==> src/rtl/eth_pkg.sv <==
// Shared constants, state type and CRC step function for the Ethernet/IPv4/UDP frame builder.
package eth_pkg;

    localparam int unsigned DEF_FRAME_LEN   = 1199;
    localparam int unsigned DEF_PAYLOAD_LEN = 1145;

    localparam int unsigned OFS_DST = 8;
    localparam int unsigned OFS_IP  = 22;
    localparam int unsigned OFS_UDP = 42;
    localparam int unsigned OFS_PAY = 50;
    localparam int unsigned OFS_FCS = DEF_FRAME_LEN - 4;

    localparam int unsigned IP_WORDS = 10;

    localparam logic [7:0]  PREAMBLE_BYTE  = 8'h55;
    localparam logic [7:0]  SFD_BYTE       = 8'hD5;
    localparam logic [15:0] ETHERTYPE_IPV4 = 16'h0800;
    localparam logic [7:0]  IP_VER_IHL     = 8'h45;
    localparam logic [15:0] IP_FLAGS_DF    = 16'h4000;
    localparam logic [7:0]  IP_TTL         = 8'h40;
    localparam logic [7:0]  IP_PROTO_UDP   = 8'h11;
    localparam logic [31:0] CRC_POLY_REFL  = 32'hEDB88320;

    typedef enum logic [2:0] {IDLE, CALC, WRITE, DONE, HANDOFF, WAIT_TX} state_t;

    // One byte of reflected CRC-32, LSB of the byte first.
    function automatic logic [31:0] crc32_step(input logic [31:0] crc, input logic [7:0] data);
        logic [31:0] c;
        c = crc ^ {24'h000000, data};
        for (int b = 0; b < 8; b++) begin
            c = c[0] ? ((c >> 1) ^ CRC_POLY_REFL) : (c >> 1);
        end
        return c;
    endfunction

endpackage

==> src/rtl/eth_crc32_d8.sv <==
// Byte-wide reflected CRC-32 register; init preloads all ones, enable folds in one byte.
module eth_crc32_d8
    import eth_pkg::*;
(
    input  logic        i_clk,
    input  logic        i_rst,
    input  logic        i_init,
    input  logic        i_en,
    input  logic [7:0]  i_data,
    output logic [31:0] o_crc
);

    logic [31:0] r_crc;

    always_ff @(posedge i_clk) begin
        if (i_rst || i_init) begin
            r_crc <= 32'hFFFFFFFF;
        end else if (i_en) begin
            r_crc <= crc32_step(r_crc, i_data);
        end
    end

    assign o_crc = r_crc;

endmodule

==> src/rtl/eth_frame_builder.sv <==
// Builds one Ethernet/IPv4/UDP frame into the transmit RAM and hands it to the transmitter.
module eth_frame_builder
    import eth_pkg::*;
#(
    parameter int unsigned FRAME_LEN   = DEF_FRAME_LEN,
    parameter int unsigned PAYLOAD_LEN = DEF_PAYLOAD_LEN,
    parameter logic [47:0] DST_MAC     = 48'hFFFFFFFFFFFF,
    parameter logic [47:0] SRC_MAC     = 48'h0012345678AB,
    parameter logic [31:0] SRC_IP      = 32'hC0A80102,
    parameter logic [31:0] DST_IP      = 32'hC0A801FF,
    parameter logic [15:0] SRC_PORT    = 16'd5000,
    parameter logic [15:0] DST_PORT    = 16'd5000
) (
    input  logic        clock250_0,
    input  logic        rst,
    input  logic        send_en,
    input  logic        phy_ready,
    output logic        cpy_ready,
    output logic [10:0] ipmem_wr_address,
    output logic [7:0]  ipmem_data,
    output logic        ipmem_wren,
    output logic [10:0] payload_address,
    input  logic [7:0]  payload_q,
    output logic [15:0] frame_count
);

    localparam logic [10:0] A_LAST         = 11'(FRAME_LEN - 1);
    localparam logic [10:0] A_FCS          = 11'(FRAME_LEN - 4);
    localparam logic [10:0] A_PAY          = 11'(OFS_PAY);
    localparam logic [10:0] A_CRC_LO       = 11'(OFS_DST);
    localparam logic [10:0] A_PREFETCH     = 11'(OFS_PAY - 2);
    localparam logic [10:0] A_PREFETCH_END = 11'(OFS_PAY - 2 + PAYLOAD_LEN);
    localparam logic [15:0] IP_TOTAL_LEN   = 16'(28 + PAYLOAD_LEN);
    localparam logic [15:0] UDP_LEN        = 16'(8 + PAYLOAD_LEN);
    localparam logic [3:0]  CALC_LAST      = 4'(IP_WORDS);

    state_t      r_state;
    logic [3:0]  r_cnt;
    logic [19:0] r_acc;
    logic [15:0] r_cks;
    logic [15:0] r_ip_id;
    logic [10:0] r_idx;
    logic        r_wren;
    logic [10:0] r_addr;
    logic [7:0]  r_data;
    logic [10:0] r_pay_addr;
    logic        r_cpy;
    logic [15:0] r_frame_cnt;

    logic [159:0] w_ip_hdr;
    logic [399:0] w_hdr;
    logic [15:0]  w_word;
    logic [16:0]  w_fold1;
    logic [15:0]  w_fold2;
    logic [15:0]  w_cks;
    logic [7:0]   w_hdr_byte;
    logic [7:0]   w_fcs_byte;
    logic [7:0]   w_byte;
    logic [31:0]  w_crc;
    logic         w_crc_en;
    logic         w_crc_init;

    // IPv4 header as summed for the checksum (checksum field zero).
    assign w_ip_hdr = {IP_VER_IHL, 8'h00, IP_TOTAL_LEN, r_ip_id, IP_FLAGS_DF,
                       IP_TTL, IP_PROTO_UDP, 16'h0000, SRC_IP, DST_IP};

    // Bytes 0..49 as they go on the wire, first byte in the top bits.
    assign w_hdr = {{7{PREAMBLE_BYTE}}, SFD_BYTE, DST_MAC, SRC_MAC, ETHERTYPE_IPV4,
                    IP_VER_IHL, 8'h00, IP_TOTAL_LEN, r_ip_id, IP_FLAGS_DF,
                    IP_TTL, IP_PROTO_UDP, r_cks, SRC_IP, DST_IP,
                    SRC_PORT, DST_PORT, UDP_LEN, 16'h0000};

    assign w_word     = 16'(w_ip_hdr >> {4'(4'd9 - r_cnt), 4'b0000});
    assign w_fold1    = {1'b0, r_acc[15:0]} + {13'h0000, r_acc[19:16]};
    assign w_fold2    = w_fold1[15:0] + {15'h0000, w_fold1[16]};
    assign w_cks      = ~w_fold2;
    assign w_hdr_byte = 8'(w_hdr >> {6'(6'd49 - r_idx[5:0]), 3'b000});
    assign w_fcs_byte = 8'(~w_crc >> {2'(r_idx - A_FCS), 3'b000});

    always_comb begin
        w_byte = 8'h00;
        if (r_idx < A_PAY) begin
            w_byte = w_hdr_byte;
        end else if (r_idx < A_FCS) begin
            w_byte = payload_q;
        end else begin
            w_byte = w_fcs_byte;
        end
    end

    assign w_crc_init = (r_state == CALC);
    assign w_crc_en   = (r_state == WRITE) && (r_idx >= A_CRC_LO) && (r_idx < A_FCS);

    eth_crc32_d8 u_crc (
        .i_clk  (clock250_0),
        .i_rst  (rst),
        .i_init (w_crc_init),
        .i_en   (w_crc_en),
        .i_data (w_byte),
        .o_crc  (w_crc)
    );

    always_ff @(posedge clock250_0) begin
        if (rst) begin
            r_state     <= IDLE;
            r_cnt       <= 4'd0;
            r_acc       <= 20'd0;
            r_cks       <= 16'h0000;
            r_ip_id     <= 16'h0000;
            r_idx       <= 11'd0;
            r_wren      <= 1'b0;
            r_addr      <= 11'd0;
            r_data      <= 8'h00;
            r_pay_addr  <= 11'd0;
            r_cpy       <= 1'b0;
            r_frame_cnt <= 16'h0000;
        end else begin
            r_wren <= 1'b0;
            case (r_state)
                IDLE: begin
                    if (send_en && phy_ready) begin
                        r_state <= CALC;
                        r_cnt   <= 4'd0;
                        r_acc   <= 20'd0;
                    end
                end
                CALC: begin
                    if (r_cnt == CALC_LAST) begin
                        r_cks   <= w_cks;
                        r_idx   <= 11'd0;
                        r_state <= WRITE;
                    end else begin
                        r_acc <= r_acc + {4'h0, w_word};
                        r_cnt <= r_cnt + 4'd1;
                    end
                end
                WRITE: begin
                    r_wren <= 1'b1;
                    r_addr <= r_idx;
                    r_data <= w_byte;
                    // Payload RAM address runs two bytes ahead to cover its read latency.
                    if ((r_idx >= A_PREFETCH) && (r_idx < A_PREFETCH_END)) begin
                        r_pay_addr <= r_idx - A_PREFETCH;
                    end
                    if (r_idx == A_LAST) begin
                        r_state <= DONE;
                    end else begin
                        r_idx <= r_idx + 11'd1;
                    end
                end
                DONE: begin
                    r_cpy       <= 1'b1;
                    r_frame_cnt <= r_frame_cnt + 16'd1;
                    r_ip_id     <= r_ip_id + 16'd1;
                    r_state     <= HANDOFF;
                end
                HANDOFF: begin
                    if (!phy_ready) begin
                        r_cpy   <= 1'b0;
                        r_state <= WAIT_TX;
                    end
                end
                WAIT_TX: begin
                    if (phy_ready) begin
                        r_state <= IDLE;
                    end
                end
                default: r_state <= IDLE;
            endcase
        end
    end

    assign cpy_ready        = r_cpy;
    assign ipmem_wr_address = r_addr;
    assign ipmem_data       = r_data;
    assign ipmem_wren       = r_wren;
    assign payload_address  = r_pay_addr;
    assign frame_count      = r_frame_cnt;

endmodule

==> config.mk <==
export PLATFORM = sky130hd
export DESIGN_NAME = eth_frame_builder
export DESIGN_NICKNAME = d
export VERILOG_FILES = /design/src/rtl/eth_pkg.sv /design/src/rtl/eth_crc32_d8.sv /design/src/rtl/eth_frame_builder.sv
export SDC_FILE = /design/constraint.sdc
export NUM_CORES = 1
export LEC_CHECK = 0
export ABC_AREA = 1
export BUFFER_PORTS_ARGS = -buffer_cell sky130_fd_sc_hd__buf_2
export CORE_MARGIN = 2
export CORE_UTILIZATION = 60
export DETAILED_ROUTE_END_ITERATION = 16
export GPL_ROUTABILITY_DRIVEN = 0
export PLACE_DENSITY = 0.86
export RECOVER_POWER = 100
export SYNTH_ARGS = -nofsm -noshare
export SYNTH_HDL_FRONTEND = slang
export SYNTH_SLANG_ARGS = --single-unit
==> constraint.sdc <==
create_clock -name clock250_0 -period 3.7 [get_ports clock250_0]
set_input_delay 0.37 -clock clock250_0 [delete_from_list [all_inputs] [get_ports clock250_0]]
set_output_delay 0.37 -clock clock250_0 [all_outputs]
set_load 0.05 [all_outputs]
After elaboration in Yosys (flattened, before gate mapping)
Cells that the tools add are included.

Add/sub/neg operators: 11. Equal/unequal tests: 14. Shift-type cells: 3. Muxes and demuxes: 28. Reduce and logical (&&, ||, !) cells: 15. $lt $le $gt $ge: 5. Bitwise operators: 11.

Operator list (count): $shr 399x9->8 (1); $mux 32 (8); $shr 159x8->16 (1); $not 13->14 (8); $mux 20 (2); $pmux 20 s2 (1); $add 16x1->16 const B (2); $not 32->32 (1); $shr 32x5->8 (1); $xor 32x8->32 (1); $lt 11x11->1 const B (2); $mux 11 (2); $pmux 11 s2 (1); $add 20x16->20 (1); $pmux 3 s6 (1); $add 16x4->17 (1); $add 16x1->16 (1); $mux 8 (2); $not 16->16 (1); $mux 3 (5); $ne 2x2->1 const B (6); $add 11x1->11 const B (1); $eq 11x11->1 const B (1); $ge 11x4->1 const B (1); other kinds (23) (35).

Input bits: 12. Flip-flop bits (word level): 150. Output and inout port bits: 48.

Longest topological paths before layout
Depth after elaboration: 21. Depth in mapped cells: 24.

Cells and area by module
Synthesis repeated with hierarchy kept, for this count alone.

Cells, all modules: 1646. Area, all modules: 10729.0 um^2.

By module, submodules not included: eth_frame_builder (area each 8524.4 um^2, sequential area each 2362.3 um^2, cells each 1293, instances 1); eth_crc32_d8 (area each 2204.6 um^2, sequential area each 640.6 um^2, cells each 353, instances 1).

Worst setup path after synthesis
Ideal clock, no wire load.

Kind: register to register. Start point: reg r_acc[16]. End point: reg r_cks[10]. Slack: 0.353 ns. Clock period less this slack: 3.347 ns. Data arrival time: 3.238 ns. Setup time: 0.109 ns. Buffers on the path: 0. Cell stages (with the launch flop): 24. Cells stage by stage: dfxtp_1 -> ha_1 -> inv_1 -> fa_1 -> o21ai_1 -> nand2_1 -> nor2_1 -> nand2_1 -> nor2_2 -> nand3_1 -> nor4_1 -> ha_1 -> ha_1 -> inv_1 -> nor2_1 -> inv_1 -> nor2_1 -> nand2_1 -> nor2_1 -> nand4_1 -> o21ai_0 -> nand3_1 -> nand2_1 -> inv_1.

Longest elaborated chain between the ends: 3.

Ends and longest elaborated chain: from (decl) (line eth_frame_builder.sv:39) `logic [19:0] r_acc;`; from (signal assigned) (line eth_frame_builder.sv:133) `r_acc <= r_acc + {4'h0, w_word};`; $add 16x4->17 (line eth_frame_builder.sv:74) `assign w_fold1 = {1'b0, r_acc[15:0]} + {13'h0000, r_acc[19:16]};`; $add 16x1->16 (line eth_frame_builder.sv:75) `assign w_fold2 = w_fold1[15:0] + {15'h0000, w_fold1[16]};`; $not 16->16 (line eth_frame_builder.sv:76) `assign w_cks = ~w_fold2;`; to (signal assigned) (line eth_frame_builder.sv:129) `r_cks <= w_cks;`; to (decl) (line eth_frame_builder.sv:40) `logic [15:0] r_cks;`.

Every way passes these cells. A chain may end at the register's enable or synchronous reset.

Worst setup path after layout
Start point: reg r_acc[16]. End point: reg r_cks[12].

Same word-level chain as after synthesis.

==> results_dict.tcl <==
set metrics [dict create \
    dpl_worst_slack_ns 0.0391 \
    post-route-period-util 0.945 \
    max_freq_mhz 286 \
    placeableCoreArea_um2 17300 \
    synthDistinctLibCells 57 \
    routed_wl_mm 29.6 \
    powerDensity_nw_per_um2 462 \
    cts_tree "built" \
    grt_pass1_vias 9751 \
    drtPass1Iterations 6 \
    drc_errors 0 \
    setup_ws_ns 0.203 \
    drt-vias-per-instance 5.90 \
    synth_xor_area_frac 0.0321 \
    cp-startpoint "r_acc[16]$_SDFFE_PP0P_" \
    end_kind "flop" \
    postCtsHoldBufs 0 \
    die-width_um 137 \
    ys_async_sr_fraction 0 \
    diodes 0 \
    crit_required_ns 4.08 \
    synth-seq-area-share 0.283 \
    grt_max_degree 65 \
    layout_min_cycle_time_ns 3.50 \
    dp_hpwl_mm 21.1 \
    fillers 1498 \
    clock-sinks 150 \
    setup_violations 0 \
    die-area_um2 18800 \
    htree_num_levels 4 \
    crit_type "reg2reg" \
    placedCellCount 1884 \
    finalNonFillerCells 1916 \
    initial_utilization 0.613 \
    crit_chain "ha_1 -> inv_1 -> fa_2 -> o21ai_2 -> nand2_1 -> nor2_2 -> nand2_1 -> nor2_2 -> nand3_1 -> nor4_2 -> ha_1 -> ha_1 -> inv_1 -> nor2_1 -> inv_1 -> nor2_1 -> nand2_1 -> nor2_2 -> nand4_1 -> nor2_1 -> nand3_1 -> nand3_1 -> nand2_1 -> inv_1" \
    netlist_area_um2 10600 \
    grt_pass1_wl_mm 46.2 \
    syn_avg_cell_area_um2 6.49 \
    worst_setup_path_start_kind "flop" \
    path_delay_family "simple AND/OR/NAND/NOR gates" \
    yosys.area_share.simple 0.358 \
    slowest_delay_ns 0.37 \
    timing.rr.start "r_acc[16]$_SDFFE_PP0P_" \
    grt_usage 0.306 \
    ys_warn_count 0 \
    synthAdderAreaFrac 0.0581 \
    synth-compound-area-share 0.178 \
    ys.flop_type "dfxtp_1" \
    drv_cap 0 \
    grt_antenna_before_repair 0 \
    die_h_um 137 \
    numCtsBuffers 17 \
    status "completed" \
    p_leak_nw 4.97 \
    crit_slowest_cell "fa_2" \
    vdd_drop_max_mv 0.390 \
    worst_pin_slew_ns 1.44 \
    finalHoldViolCount 0 \
    postPlaceCellArea_um2 11000 \
    hold_class "in2reg" \
    clk_latency_ns 0.44 \
    grt_overflow 0 \
    io_buffer_count 59 \
    io_pins 60 \
    fin_nets 1738 \
    rows 48 \
    slew_headroom 0.0431 \
    min_from "phy_ready" \
    routedWlPerCell_um 15.5 \
    maxSlewViolCount 0 \
    ys_ff_latch 150 \
    synthesis.nets 1693 \
    synth_cells 1633 \
    ant_nets 0 \
    clk_pin_slew_ns 0.07 \
    synth_top_family_by_area "simple AND/OR/NAND/NOR gates" \
    drt_iter0_markers 1257 \
    finalSetupTns_ns 0 \
    area_growth_pct 8.60 \
    utilization 0.666 \
    cts_root_buffer "clkbuf_16" \
    cp_num_buf_inv 4 \
    fin_area_um2 11500 \
    vias 11300 \
    crit_arrival_ns 3.88 \
    skew_ns 0.0127 \
    worst-path-max-fanout 5 \
    synth_edf_count 0 \
    drive_gt1_frac 0.103 \
    synthMuxAreaShare 0 \
    cts_buffer_depth 2 \
]
## Yosys cell counts, types with 2 or more instances
| library cell | n | area share |
|---|---|---|
| xnor2_1 | 4 | 0.0033 |
| nand4_1 | 13 | 0.0077 |
| nor2_4 | 3 | 0.0032 |
| o211ai_2 | 4 | 0.0047 |
| buf_1 | 2 | 0.00071 |
| inv_2 | 16 | 0.0057 |
| a21o_1 | 2 | 0.0014 |
| o211ai_1 | 10 | 0.0071 |
| o2111ai_1 | 2 | 0.0017 |
| nor4_1 | 12 | 0.0071 |
| a22oi_1 | 2 | 0.0014 |
| nand2_1 | 396 | 0.14 |
| buf_4 | 5 | 0.0035 |
| o22ai_1 | 3 | 0.0018 |
| or2_2 | 9 | 0.0053 |
| buf_2 | 10 | 0.0047 |
| buf_6 | 7 | 0.0074 |
| nor2_2 | 11 | 0.0065 |
| nor2_1 | 121 | 0.043 |
| xor2_1 | 33 | 0.027 |
| fa_1 | 2 | 0.0038 |
| o21bai_1 | 9 | 0.0064 |
| nor3b_1 | 3 | 0.0021 |
| a311oi_1 | 2 | 0.0017 |
| nor3_1 | 27 | 0.013 |
| o21a_1 | 3 | 0.0021 |
| inv_1 | 163 | 0.058 |
| ha_1 | 46 | 0.054 |
| o21ai_1 | 9 | 0.0042 |
| o21ai_0 | 119 | 0.056 |
| a21oi_1 | 162 | 0.076 |
| a21oi_2 | 4 | 0.0033 |
| nand3_2 | 9 | 0.0085 |
| nand3_1 | 154 | 0.073 |
| clkinv_1 | 2 | 0.00071 |
| a31oi_1 | 8 | 0.0047 |
| nor3_2 | 2 | 0.0019 |
| nand2_2 | 40 | 0.024 |
| nand3b_1 | 2 | 0.0014 |
| dfxtp_1 | 150 | 0.28 |
| a211oi_1 | 2 | 0.0014 |
| nand2_8 | 2 | 0.0038 |
| clkbuf_1 | 25 | 0.0088 |
| nand2_4 | 10 | 0.011 |
## tightest hold or removal path, cell delays in order
cell and delay [ns]:
buf_2 0.10, o21ai_0 0.08, a21oi_1 0.11
## cell usage in the layout (no fill, tap or decap), drive strengths merged, types with 4 or more instances in the layout
cell,n
clkbuf,67
clkinv,4
a21oi,167
dfxtp,150
ha,46
nor2,135
inv,187
buf,26
nand4,13
nor3,30
xnor2,4
xor2,34
clkinvlp,5
a31oi,8
nor4,13
o21ai,129
or2,10
o211ai,14
nand3,164
o21bai,9
nand2,448
## flip-flops by register name, summed over array words and instances (netlist names)
signal	cells
cpy_ready	1
frame_count	16
ipmem_data	8
ipmem_wr_address	11
ipmem_wren	1
payload_address	11
r_acc	20
r_cks	16
r_cnt	4
r_idx	11
r_ip_id	16
r_state	3
u_crc.o_crc	32
## cell families after synthesis
group	count (synthesis)
xor gates and xnor gates	38
AOI/OAI and AO/OA	345
DFF	150
and+or+nand+nor	820
adders and majority gates	48
buffers and inverters	232
## worst paths after layout
path / to / slack [ns] / depth (start not counted)
min reg2reg: cpy_ready$_SDFFE_PP0P_ / 0.48 / 2
max reg2reg: r_cks[12]$_SDFFE_PP0P_ / 0.20 / 24
min: cpy_ready$_SDFFE_PP0P_ / 0.27 / 3
max: r_cks[12]$_SDFFE_PP0P_ / 0.20 / 24
## area by class of cell
cell class	instances	area, um^2	area share
multi-input cells	1251	6610	0.574
flip-flops and latches	150	3010	0.261
inverters	183	698	0.0606
clock buffers	18	439	0.0381
repair buffers	75	352	0.0305
well taps	225	282	0.0244
clock inverters	14	135	0.0117
## power breakdown
group | internal (mW) | leakage (nW) | total [mW] | switching (mW)
Combinational | 0.456 | 3.49 | 1.75 | 1.29
Sequential | 1.73 | 1.21 | 1.85 | 0.116
Clock | 0.958 | 0.272 | 1.73 | 0.768
Total | 3.15 | 4.97 | 5.32 | 2.18
## through the flow
| stage | power (mW) | hold slack (ns) |
|---|---|---|
| after global placement | 3.57 | 0.461 |
| after floorplan | 3.17 | 0.444 |
| after detailed placement | 3.61 | 0.472 |
| after CTS | 5.32 | 0.276 |
| after global routing | 5.55 | 0.327 |
| final | 5.32 | 0.271 |
## what timing repair did
action	CTS	global route
pin swaps	0	3
setup buffers	0	0
endpoints found under the setup margin	1	13
gates resized for setup	1	14
## per-layer routing
layer | share of wire | GRT usage
met5 | 0 | 0
met4 | 0.036 | 0.132
met3 | 0.10 | 0.0559
met2 | 0.45 | 0.487
met1 | 0.42 | 0.406
(Power assumes the default switching activity.)
